### config.mk
export PLATFORM = sky130hd
export DESIGN_NAME = uart_rx_fifo
export DESIGN_NICKNAME = d
export VERILOG_FILES = /design/src/rtl/uart_rx_fifo.sv
export SDC_FILE = /design/constraint.sdc
export NUM_CORES = 1
export LEC_CHECK = 0
export CORE_MARGIN = 10
export CORE_UTILIZATION = 50
export CTS_CLUSTER_DIAMETER = 100
export DETAILED_ROUTE_END_ITERATION = 12
export PLACE_DENSITY = 0.72
export SYNTH_ARGS = -nofsm -noshare
export SYNTH_HDL_FRONTEND = slang
export SYNTH_SLANG_ARGS = --single-unit
### constraint.sdc
create_clock -name i_clk -period 4.5 [get_ports i_clk]
set_clock_uncertainty 0.2 [all_clocks]
set_input_delay 0.9 -clock i_clk [delete_from_list [all_inputs] [get_ports i_clk]]
set_output_delay 0.9 -clock i_clk [all_outputs]
set_load 0.005 [all_outputs]
### src/rtl/uart_rx_fifo.sv
// Receive-side FWFT FIFO behind a UART Rx stage: qualifies frames by low time on rx_rdy.
// Optional macro UART_RX_FIFO_OVERWRITE_EN: a push while full replaces the oldest word.
module uart_rx_fifo #(
  parameter int unsigned p_CLK_DIV  = 104,
  parameter int unsigned p_WORD_LEN = 8,
  parameter int unsigned p_DEPTH    = 16
) (
  input  logic                           i_clk,
  input  logic                           i_rst,
  input  logic [p_WORD_LEN-1:0]          i_rx_data,
  input  logic                           i_rx_rdy,
  input  logic                           i_read_en,
  input  logic                           i_ovf_clr,
  output logic [p_WORD_LEN-1:0]          o_read_data,
  output logic                           o_empty,
  output logic                           o_full,
  output logic [$clog2(p_DEPTH+1)-1:0]   o_count,
  output logic                           o_overflow
);

  localparam int unsigned p_MIN_LOW = p_CLK_DIV * p_WORD_LEN;
  localparam int unsigned LW        = $clog2(p_MIN_LOW + 1);
  localparam int unsigned AW        = $clog2(p_DEPTH);
  localparam int unsigned CW        = $clog2(p_DEPTH + 1);

  logic                  rdy_q;
  logic [LW-1:0]         low;
  logic [p_WORD_LEN-1:0] mem [p_DEPTH];
  logic [AW-1:0]         wr_ptr;
  logic [AW-1:0]         rd_ptr;

  logic                  rise;
  logic                  push;
  logic                  pop;
  logic                  is_full;
  logic                  ovf_evt;
  logic                  wr_en;
  logic                  adv_rd;
  logic [AW-1:0]         rd_next;
  logic [CW-1:0]         count_next;
  logic [p_WORD_LEN-1:0] head_next;

  // Push/pop decode; the new head bypasses memory when it is the word being written now
  always_comb begin
    rise    = i_rx_rdy && !rdy_q;
    push    = rise && (low == LW'(p_MIN_LOW));
    pop     = i_read_en && (o_count != '0);
    is_full = (o_count == CW'(p_DEPTH));
    ovf_evt = push && is_full && !pop;
`ifdef UART_RX_FIFO_OVERWRITE_EN
    wr_en   = push;
    adv_rd  = pop || ovf_evt;
`else
    wr_en   = push && !ovf_evt;
    adv_rd  = pop;
`endif
    rd_next    = adv_rd ? rd_ptr + AW'(1) : rd_ptr;
    count_next = o_count + CW'(wr_en) - CW'(adv_rd);
    head_next  = (wr_en && (wr_ptr == rd_next)) ? i_rx_data : mem[rd_next];
  end

  // Frame qualification: count low cycles, saturating at the threshold
  always_ff @(posedge i_clk or posedge i_rst) begin
    if (i_rst) begin
      rdy_q <= 1'b1;
      low   <= '0;
    end else begin
      rdy_q <= i_rx_rdy;
      if (rise)
        low <= '0;
      else if (!i_rx_rdy && (low != LW'(p_MIN_LOW)))
        low <= low + LW'(1);
    end
  end

  always_ff @(posedge i_clk) begin
    if (wr_en)
      mem[wr_ptr] <= i_rx_data;
  end

  // Pointers, occupancy and registered status
  always_ff @(posedge i_clk or posedge i_rst) begin
    if (i_rst) begin
      wr_ptr      <= '0;
      rd_ptr      <= '0;
      o_count     <= '0;
      o_empty     <= 1'b1;
      o_full      <= 1'b0;
      o_overflow  <= 1'b0;
      o_read_data <= '0;
    end else begin
      if (wr_en)
        wr_ptr <= wr_ptr + AW'(1);
      rd_ptr  <= rd_next;
      o_count <= count_next;
      o_empty <= (count_next == '0);
      o_full  <= (count_next == CW'(p_DEPTH));
      if (wr_en || adv_rd)
        o_read_data <= head_next;
      if (ovf_evt)
        o_overflow <= 1'b1;
      else if (i_ovf_clr)
        o_overflow <= 1'b0;
    end
  end

endmodule
# Word-level counts from Yosys, hierarchy flattened
# Memories as Yosys holds them, arrays and structs flattened. A register that Yosys moved wholly into a read port is not among the register bits.
# Cells that the tools add are included.
[word_totals]
reg_bits = 27
ram_bits = 128
input_bits = 13
mem_count = 1
[memory_table]
columns = ["name", "depth", "width", "read_ports", "rd_clocked_by_memory_dff", "write_ports", "line_no", "text"]
rows = [
  ["mem", 16, 8, 1, 1, 1, "28", "logic [p_WORD_LEN-1:0] mem [p_DEPTH];"],
]
[op_classes]
n_addsub = 5
n_eq_ne = 4
mux = 7
reduce_logical = 16
[op_table]
columns = ["operator", "n"]
rows = [
  ["$mux 10", 2],
  ["$add 10x1->10 const B", 1],
  ["$eq 10x10->1 const B", 1],
  ["$eq 5x5->1 const B", 2],
  ["$ne 10x10->1 const B", 1],
  ["$add 4x1->4 const B", 2],
  ["$logic_and 1x1->1", 7],
  ["$add 5x1->5", 1],
  ["$logic_not 5->1", 1],
  ["$reduce_bool 5->1", 1],
  ["$sub 5x1->5", 1],
  ["$logic_not 1->1", 4],
  ["$mux 1", 4],
  ["$mux 4", 1],
  ["$reduce_bool 2->1", 2],
  ["$logic_or 1x1->1", 1],
]

# Logic depth before layout (Yosys ltp)
# Gate-level depths: netlist of the first run.
[depth]
word_depth = 10
depth_mapped = 14
ltp_nobuf = 14

# Worst setup path before layout of the first run
# Ideal clock, no wire load.
[synth_timing]
kind = "input to register"
from = "in i_rx_rdy"
to = "reg o_full"
arrival_ns = 3.222
required_time_ns = 4.227
setup_slack_ns = 1.005
stages = 9
cell_sequence = "clkbuf_1 > nand2b_1 > nor4_1 > nand2_1 > ha_1 > ha_1 > fa_1 > or4_1 > nor2b_1"
[synth_between]
elab_chain_len = 9
[synth_lines]
columns = ["element", "line_no", "text"]
rows = [
  ["start, declared", "11", "input logic i_rx_rdy,"],
  ["$logic_and 1x1->1 *", "45", "rise = i_rx_rdy && !rdy_q;"],
  ["$logic_and 1x1->1 *", "46", "push = rise && (low == LW'(p_MIN_LOW));"],
  ["$logic_and 1x1->1 (2 in a row)", "49", "ovf_evt = push && is_full && !pop;"],
  ["$logic_not 1->1", "54", "wr_en = push && !ovf_evt;"],
  ["$logic_and 1x1->1 *", "54", ""],
  ["$add 5x1->5 *", "58", "count_next = o_count + CW'(wr_en) - CW'(adv_rd);"],
  ["$sub 5x1->5 *", "58", ""],
  ["via count_next[1]", "40", "logic [CW-1:0] count_next;"],
  ["$eq 5x5->1 *", "97", "o_full <= (count_next == CW'(p_DEPTH));"],
  ["end signal, assigned", "97", ""],
  ["end, declared", "16", "output logic o_full,"],
]
# Mark *: on every way through the listed nets, which the timed path passes. The rest lies on a longest branch.
# A chain may end at the register's enable or synchronous reset.

# Final worst setup path of the first run
# Ends and elaborated chain as after synthesis.

==> flow_metrics.env, run 1 <==
export IMPL_status="finished clean"
export IMPL_crit_top_cell="ha_1"
export IMPL_dr_pass1_iters=7
export IMPL_mostFrequentLayoutCells="128 x edfxtp_1, 53 x nand2_1, 40 x mux2i_1"
export IMPL_ys_warnings_count=0
export IMPL_ios=29
export IMPL_setup_tns_ns=0
export IMPL_antenna_found_initial=0
export IMPL_pwr_density_cell_nw_per_um2=637.1
export IMPL_path_delay_family="simple AND/OR/NAND/NOR gates"
export IMPL_clkLatencyLatePin_ns=0.43
export IMPL_viasPerCell=6.336
export IMPL_clk_path_buf_depth=2
export IMPL_io_buffers=28
export IMPL_cts_tree="done"
export IMPL_critical_path_buf_inv_count=1
export IMPL_ys_ff_latch=163
export IMPL_wire_per_inst_um=22.36
export IMPL_grt_max_degree=55
export IMPL_rsz0062_at_grt="false"
export IMPL_r2r_start="low[1]"
export IMPL_synth_top_cell_by_area="edfxtp_1"
export IMPL_drt_iter0_markers=677
export IMPL_drv_slew=0
export IMPL_fin_area_um2=9154
export IMPL_cts_buffers=17
export IMPL_postCtsSetupBuffers=0
export IMPL_final_common_cell="edfxtp_1"
export IMPL_chipHeight_um=147.3
export IMPL_drive_gt1_frac=0.1252
export IMPL_met3_usage=0.04638
export IMPL_cp_cell_sequence="clkdlybuf4s50_1, nand2b_1, nor4_1, nand2_1, ha_1, ha_1, fa_1, xor2_1, or4_1, nor2b_1"
export IMPL_critPathKind="input pin to flop"
export IMPL_drc=0
export IMPL_fmax_mhz=266.0
export IMPL_layout_nets=693
export IMPL_r2r_setup_slack_ns=0.90
export IMPL_slew_headroom=0.3008
export IMPL_ant_nets=0
export IMPL_yosys_top_cells_area="edfxtp_1 47%, dfrtp_1 10%, mux2i_1 4.9%"
export IMPL_grt_overflow_total=0
export IMPL_grt_pass1_vias=5752
export IMPL_gp_congestion=0.8541
export IMPL_tightest_slew_ns=1.049
export IMPL_finalWirelength_mm=20.02
export IMPL_synthToLayoutAreaGrowth_pct=13.01
export IMPL_ir_worst_vdd_uv=579.4
export IMPL_busiest_layer="met2"
export IMPL_avgSynthCellArea_um2=12.46
export IMPL_htree_num_levels=4
export IMPL_crit_cells=10
export IMPL_synth_seq_area_share=0.5829
export IMPL_track_usage=0.1867
export IMPL_use_met1=0.2374
export IMPL_startpoint="i_rx_rdy"
export IMPL_drv_cap=0
export IMPL_clock_root_buffer="clkbuf_16"
export IMPL_cp_data_arrival_time_ns=3.92
export IMPL_yosysTopAreaCellShare=0.4745
export IMPL_die_w_um=147.3
export IMPL_worst_r2r_endpoint="o_full"
export IMPL_core_area_um2=15890
export IMPL_grt_pass1_wl_mm=32.03
export IMPL_period_needed_ns=3.759
export IMPL_fill_cells=1299
export IMPL_slowest_stage="clkdlybuf4s50_1"
export IMPL_cts_resized=0
export IMPL_dieArea_um2=21690
export IMPL_synthFlopType="edfxtp_1"
export IMPL_syn_nets=677
export IMPL_cp_endpoint="o_full"
export IMPL_dpl_cell_area_um2=8553
export IMPL_critPathMaxFanout=10
export IMPL_cpPeakStageDelay_ns=0.65
export IMPL_use_met2=0.3064
export IMPL_synth_cell_type_count=65
export IMPL_async_reset_ff_frac=0.2147
export IMPL_cp_end_kind="flop"
export IMPL_setup_viol_count_final=0
export IMPL_hp_class="flop to flop"
export IMPL_whs_ns=0.3096
export IMPL_crit_required_ns=4.66
export IMPL_cts_sinks=163
export IMPL_hold_viol_final=0
export IMPL_p_leak_uw=0.003250
export IMPL_synth_edff_count=128
export IMPL_dp_hpwl_mm=12.65
export IMPL_initial_utilization=0.5099
export IMPL_syn_area_um2=8100
export IMPL_path_clk_slew_ns=0.07
export IMPL_start_kind="input pin"
export IMPL_vias=5671
export IMPL_synthCells=650
export IMPL_core_rowCount=46
export IMPL_n_antenna_cell=0
export IMPL_ff2ff_path_depth=12
export IMPL_hold_buffers=0
export IMPL_finalCritPeriodShare=0.8353
synth_stat cells, types with 3 or more instances:
| library cell | number |
|---|---|
| and2_1 | 18 |
| nand2_1 | 53 |
| o21ai_0 | 37 |
| nand4_1 | 4 |
| mux4_2 | 5 |
| ha_1 | 13 |
| o311a_1 | 7 |
| and3_1 | 9 |
| nand3b_1 | 18 |
| dfrtp_1 | 33 |
| inv_1 | 19 |
| a21oi_1 | 29 |
| a221o_1 | 7 |
| o221ai_2 | 4 |
| edfxtp_1 | 128 |
| mux2_2 | 19 |
| nand3_1 | 8 |
| nand2b_1 | 3 |
| clkbuf_1 | 21 |
| buf_1 | 8 |
| o31ai_1 | 6 |
| nor3_1 | 5 |
| o22ai_1 | 10 |
| nor2b_1 | 3 |
| xnor2_1 | 12 |
| nor2_1 | 38 |
| buf_2 | 10 |
| o221ai_1 | 17 |
| o211a_1 | 3 |
| xor2_1 | 6 |
| mux2i_1 | 40 |
| o211ai_1 | 6 |
| a222oi_1 | 6 |
| a211oi_1 | 6 |
cells by family (layout without fill, tap and decap cells):
family	Yosys count	in the layout	share of synthesized area
XOR/XNOR	18	18	0.01946
buffers and inverters	61	90	0.03074
AO/OA/AOI/OAI	157	157	0.1435
flip-flops	163	163	0.5829
multiplexers	64	64	0.08974
AND/OR/NAND/NOR	173	173	0.1111
adder cells (fa/ha/maj)	14	14	0.02255
per-stage QoR:
step                power, µW    util  setup slack (ns)  cells
detailed placement       4353  0.5384            0.3328    863
finish                   5832  0.5762            0.7412    895
global placement         4274  0.5384            0.4373    863
CTS                      5814  0.5762            0.7650    895
floorplan                3620       -             1.005    650
global route             6112  0.5762            0.4838    895
layer usage:
layer | part of all wire | wire length, µm
met1 | 0.41 | 8113
met2 | 0.50 | 9912
met3 | 0.087 | 1733
met5 | 0 | 0
met4 | 0.013 | 256
power breakdown:
group	switching [µW]	total, µW	internal, µW	leakage [µW]
Combinational	1480	2510	1030	0.00139
Sequential	126	1860	1730	0.00158
Clock	633	1470	832	0.000283
flip-flops by register name, summed over array words and instances (netlist names):
signal / cells
o_read_data: 8
o_count: 5
mem: 128
rdy_q: 1
rd_ptr: 4
o_empty: 1
o_overflow: 1
o_full: 1
wr_ptr: 4
low: 10
worst min-delay path by stage:
stage / from / endpoint / slack (ns) / depth (start not counted)
4_1_cts: low[9] / low[9] / 0.32 / 1
2_1_floorplan: low[9] / low[9] / 0.26 / 1
3_5_place_dp: low[9] / low[9] / 0.31 / 1
3_3_place_gp: low[9] / low[9] / 0.29 / 1
6_report: low[9] / low[9] / 0.31 / 1
5_1_grt: low[9] / low[9] / 0.33 / 1
cell type report:
class / count / area, µm² / area share
Tap cell: 216 / 270.3 / 0.02952
Sequential cell: 163 / 4725 / 0.5161
Clock buffer: 17 / 425.4 / 0.04647
Inverter: 21 / 78.83 / 0.008611
Multi-Input combinational cell: 426 / 3132 / 0.3421
Clock inverter: 15 / 175.2 / 0.01914
Timing Repair Buffer: 37 / 347.8 / 0.03800
No activity file was read; power rests on OpenSTA's default activity.
==> inputs of run 2 (changes only) <==
Settings changed: PLACE_DENSITY 0.72 to 0.75.
Clock period 4.5 ns to 3.1 ns, I/O delays scaled along.
==> flow_metrics.env, run 2 (same netlist as run 1, synthesis figures left out) <==
export IMPL_status="complete, but fails checks"
export IMPL_violations="negative setup slack"
export IMPL_cts_tree="done"
export IMPL_drv_cap=0
export IMPL_drc=0
export IMPL_p_leak_uw=0.003650
export IMPL_setup_tns_ns=-0.07480
export IMPL_core_rowCount=46
export IMPL_hold_viol_final=0
export IMPL_initial_utilization=0.5099
export IMPL_grt_overflow_total=0
export IMPL_period_needed_ns=3.138
export IMPL_fin_area_um2=10060
export IMPL_dr_pass1_iters=5
export IMPL_start_kind="input pin"
export IMPL_p_int_uw=5729
export IMPL_finish_utilization=0.6336
export IMPL_place_ws_ns=-0.4157
export IMPL_die_w_um=147.3
export IMPL_io_buffers=28
export IMPL_cts_buffers=17
export IMPL_track_usage=0.1907
export IMPL_mostFrequentLayoutCells="128 x edfxtp_1, 53 x nand2_1, 53 x buf_4"
export IMPL_crit_required_ns=3.26
export IMPL_clk_path_buf_depth=2
export IMPL_critPathMaxFanout=2
export IMPL_clkLatencyLatePin_ns=0.43
export IMPL_grt_pass1_wl_mm=32.46
export IMPL_gp_congestion=0.9164
export IMPL_cts_sinks=163
export IMPL_finalCritPeriodShare=1.012
export IMPL_pwr_share_comb=0.495
export IMPL_wire_per_inst_um=21.58
export IMPL_reg_top3="mem x128, low x10, o_read_data x8"
export IMPL_fmax_mhz=318.6
export IMPL_drive_gt1_frac=0.2322
export IMPL_worst_slack_ns=-0.03846
export IMPL_grt_max_degree=92
export IMPL_htree_num_levels=4
export IMPL_ir_worst_vdd_uv=515.8
export IMPL_grt_pass1_vias=5967
export IMPL_critPathKind="input pin to flop"
export IMPL_p_clk_frac=0.213
export IMPL_vias=5881
export IMPL_final_common_cell="edfxtp_1"
export IMPL_largest_reg_flops=128
export IMPL_core_area_um2=15890
export IMPL_hold_buffers=0
export IMPL_p_sw_frac=0.3736
export IMPL_viasPerCell=6.120
export IMPL_finalWirelength_mm=20.74
export IMPL_chipHeight_um=147.3
export IMPL_rsz0062_at_grt="true"
export IMPL_multi_input_area_um2=3283
export IMPL_cp_end_kind="flop"
export IMPL_dieArea_um2=21690
export IMPL_antenna_found_initial=0
export IMPL_seq_area_um2=4725
export IMPL_dpl_cell_area_um2=9246
export IMPL_pwr_density_cell_nw_per_um2=908.7
export IMPL_regMostFlops="mem"
export IMPL_path_clk_slew_ns=0.06
export IMPL_hp_class="flop to flop"
export IMPL_n_antenna_cell=0
export IMPL_p_sw_uw=3417
export IMPL_ios=29
export IMPL_pwr_share_seq=0.291
export IMPL_ant_nets=0
export IMPL_tightest_slew_ns=0.8144
export IMPL_dp_hpwl_mm=13.01
export IMPL_layout_nets=761
export IMPL_drt_iter0_markers=538
export IMPL_fill_cells=1177
export IMPL_cp_data_arrival_time_ns=3.30
export IMPL_synthToLayoutAreaGrowth_pct=24.25
export IMPL_clock_root_buffer="clkbuf_16"
export IMPL_slew_headroom=0.4553
export IMPL_drv_slew=0
export IMPL_setup_viol_count_final=3
-- run 2: worst paths after layout --
path | startpoint | endpoint | slack, ns | cells past startpoint
max reg2reg | low[1] | o_full | -0.03 | 11
min | low[9] | low[9] | 0.31 | 1
max | i_read_en | o_full | -0.04 | 10
max in group asynchronous | i_rst | o_empty | 1.95 | 3
min reg2reg | low[9] | low[9] | 0.31 | 1
min in group asynchronous | i_rst | o_count[2] | 0.40 | 3
-- run 2: per-layer routing --
| metal | track usage | vias up | share of wire |
|---|---|---|---|
| li1 | - | 2659 | - |
| met4 | 0.06838 | 0 | 0.027 |
| met3 | 0.04791 | 51 | 0.063 |
| met1 | 0.2329 | 2964 | 0.41 |
| met5 | 0 | - | 0 |
| met2 | 0.3203 | 207 | 0.50 |
-- run 2: critical path, cell delays in order --
cell and delay, ns:
clkdlybuf4s50_1 0.44, nor4b_1 0.47, nand2_1 0.15, nand2_1 0.12, ha_1 0.24, ha_2 0.19, fa_2 0.35, xor2_1 0.17
or4_4 0.43, nor2b_1 0.11
-- run 2: area by class of cell --
type	instances	share of cell area
Clock inverter	12	0.01094
Tap cell	216	0.02685
Inverter	21	0.007832
Multi-Input combinational cell	426	0.3262
Clock buffer	18	0.04264
Timing Repair Buffer	105	0.1161
Sequential cell	163	0.4694
-- run 2: per-stage QoR --
step           std cells  power [µW]  hold slack, ns
2_1_floorplan        650        5257          0.2574
5_1_grt              961        9646          0.3483
3_3_place_gp         920        6644          0.2778
6_report             961        9146          0.3119
4_1_cts              952        8787          0.3055
3_5_place_dp         920        6761          0.2970
-- run 2: power by group through the flow --
stage	Combinational [µW]	Sequential, µW	Clock, µW
floorplan	2580	2670	0
global placement	3960	2690	0
detailed placement	4070	2700	0
CTS	4160	2660	1970
global route	4900	2680	2070
finish	4530	2660	1950
-- run 2: repair_timing --
action | in CTS | in global routing
pin swaps | 2 | 4
resized for setup | 13 | 16
setup buffers | 2 | 7
cloned | 0 | 2
endpoints found under the setup margin | 7 | 10
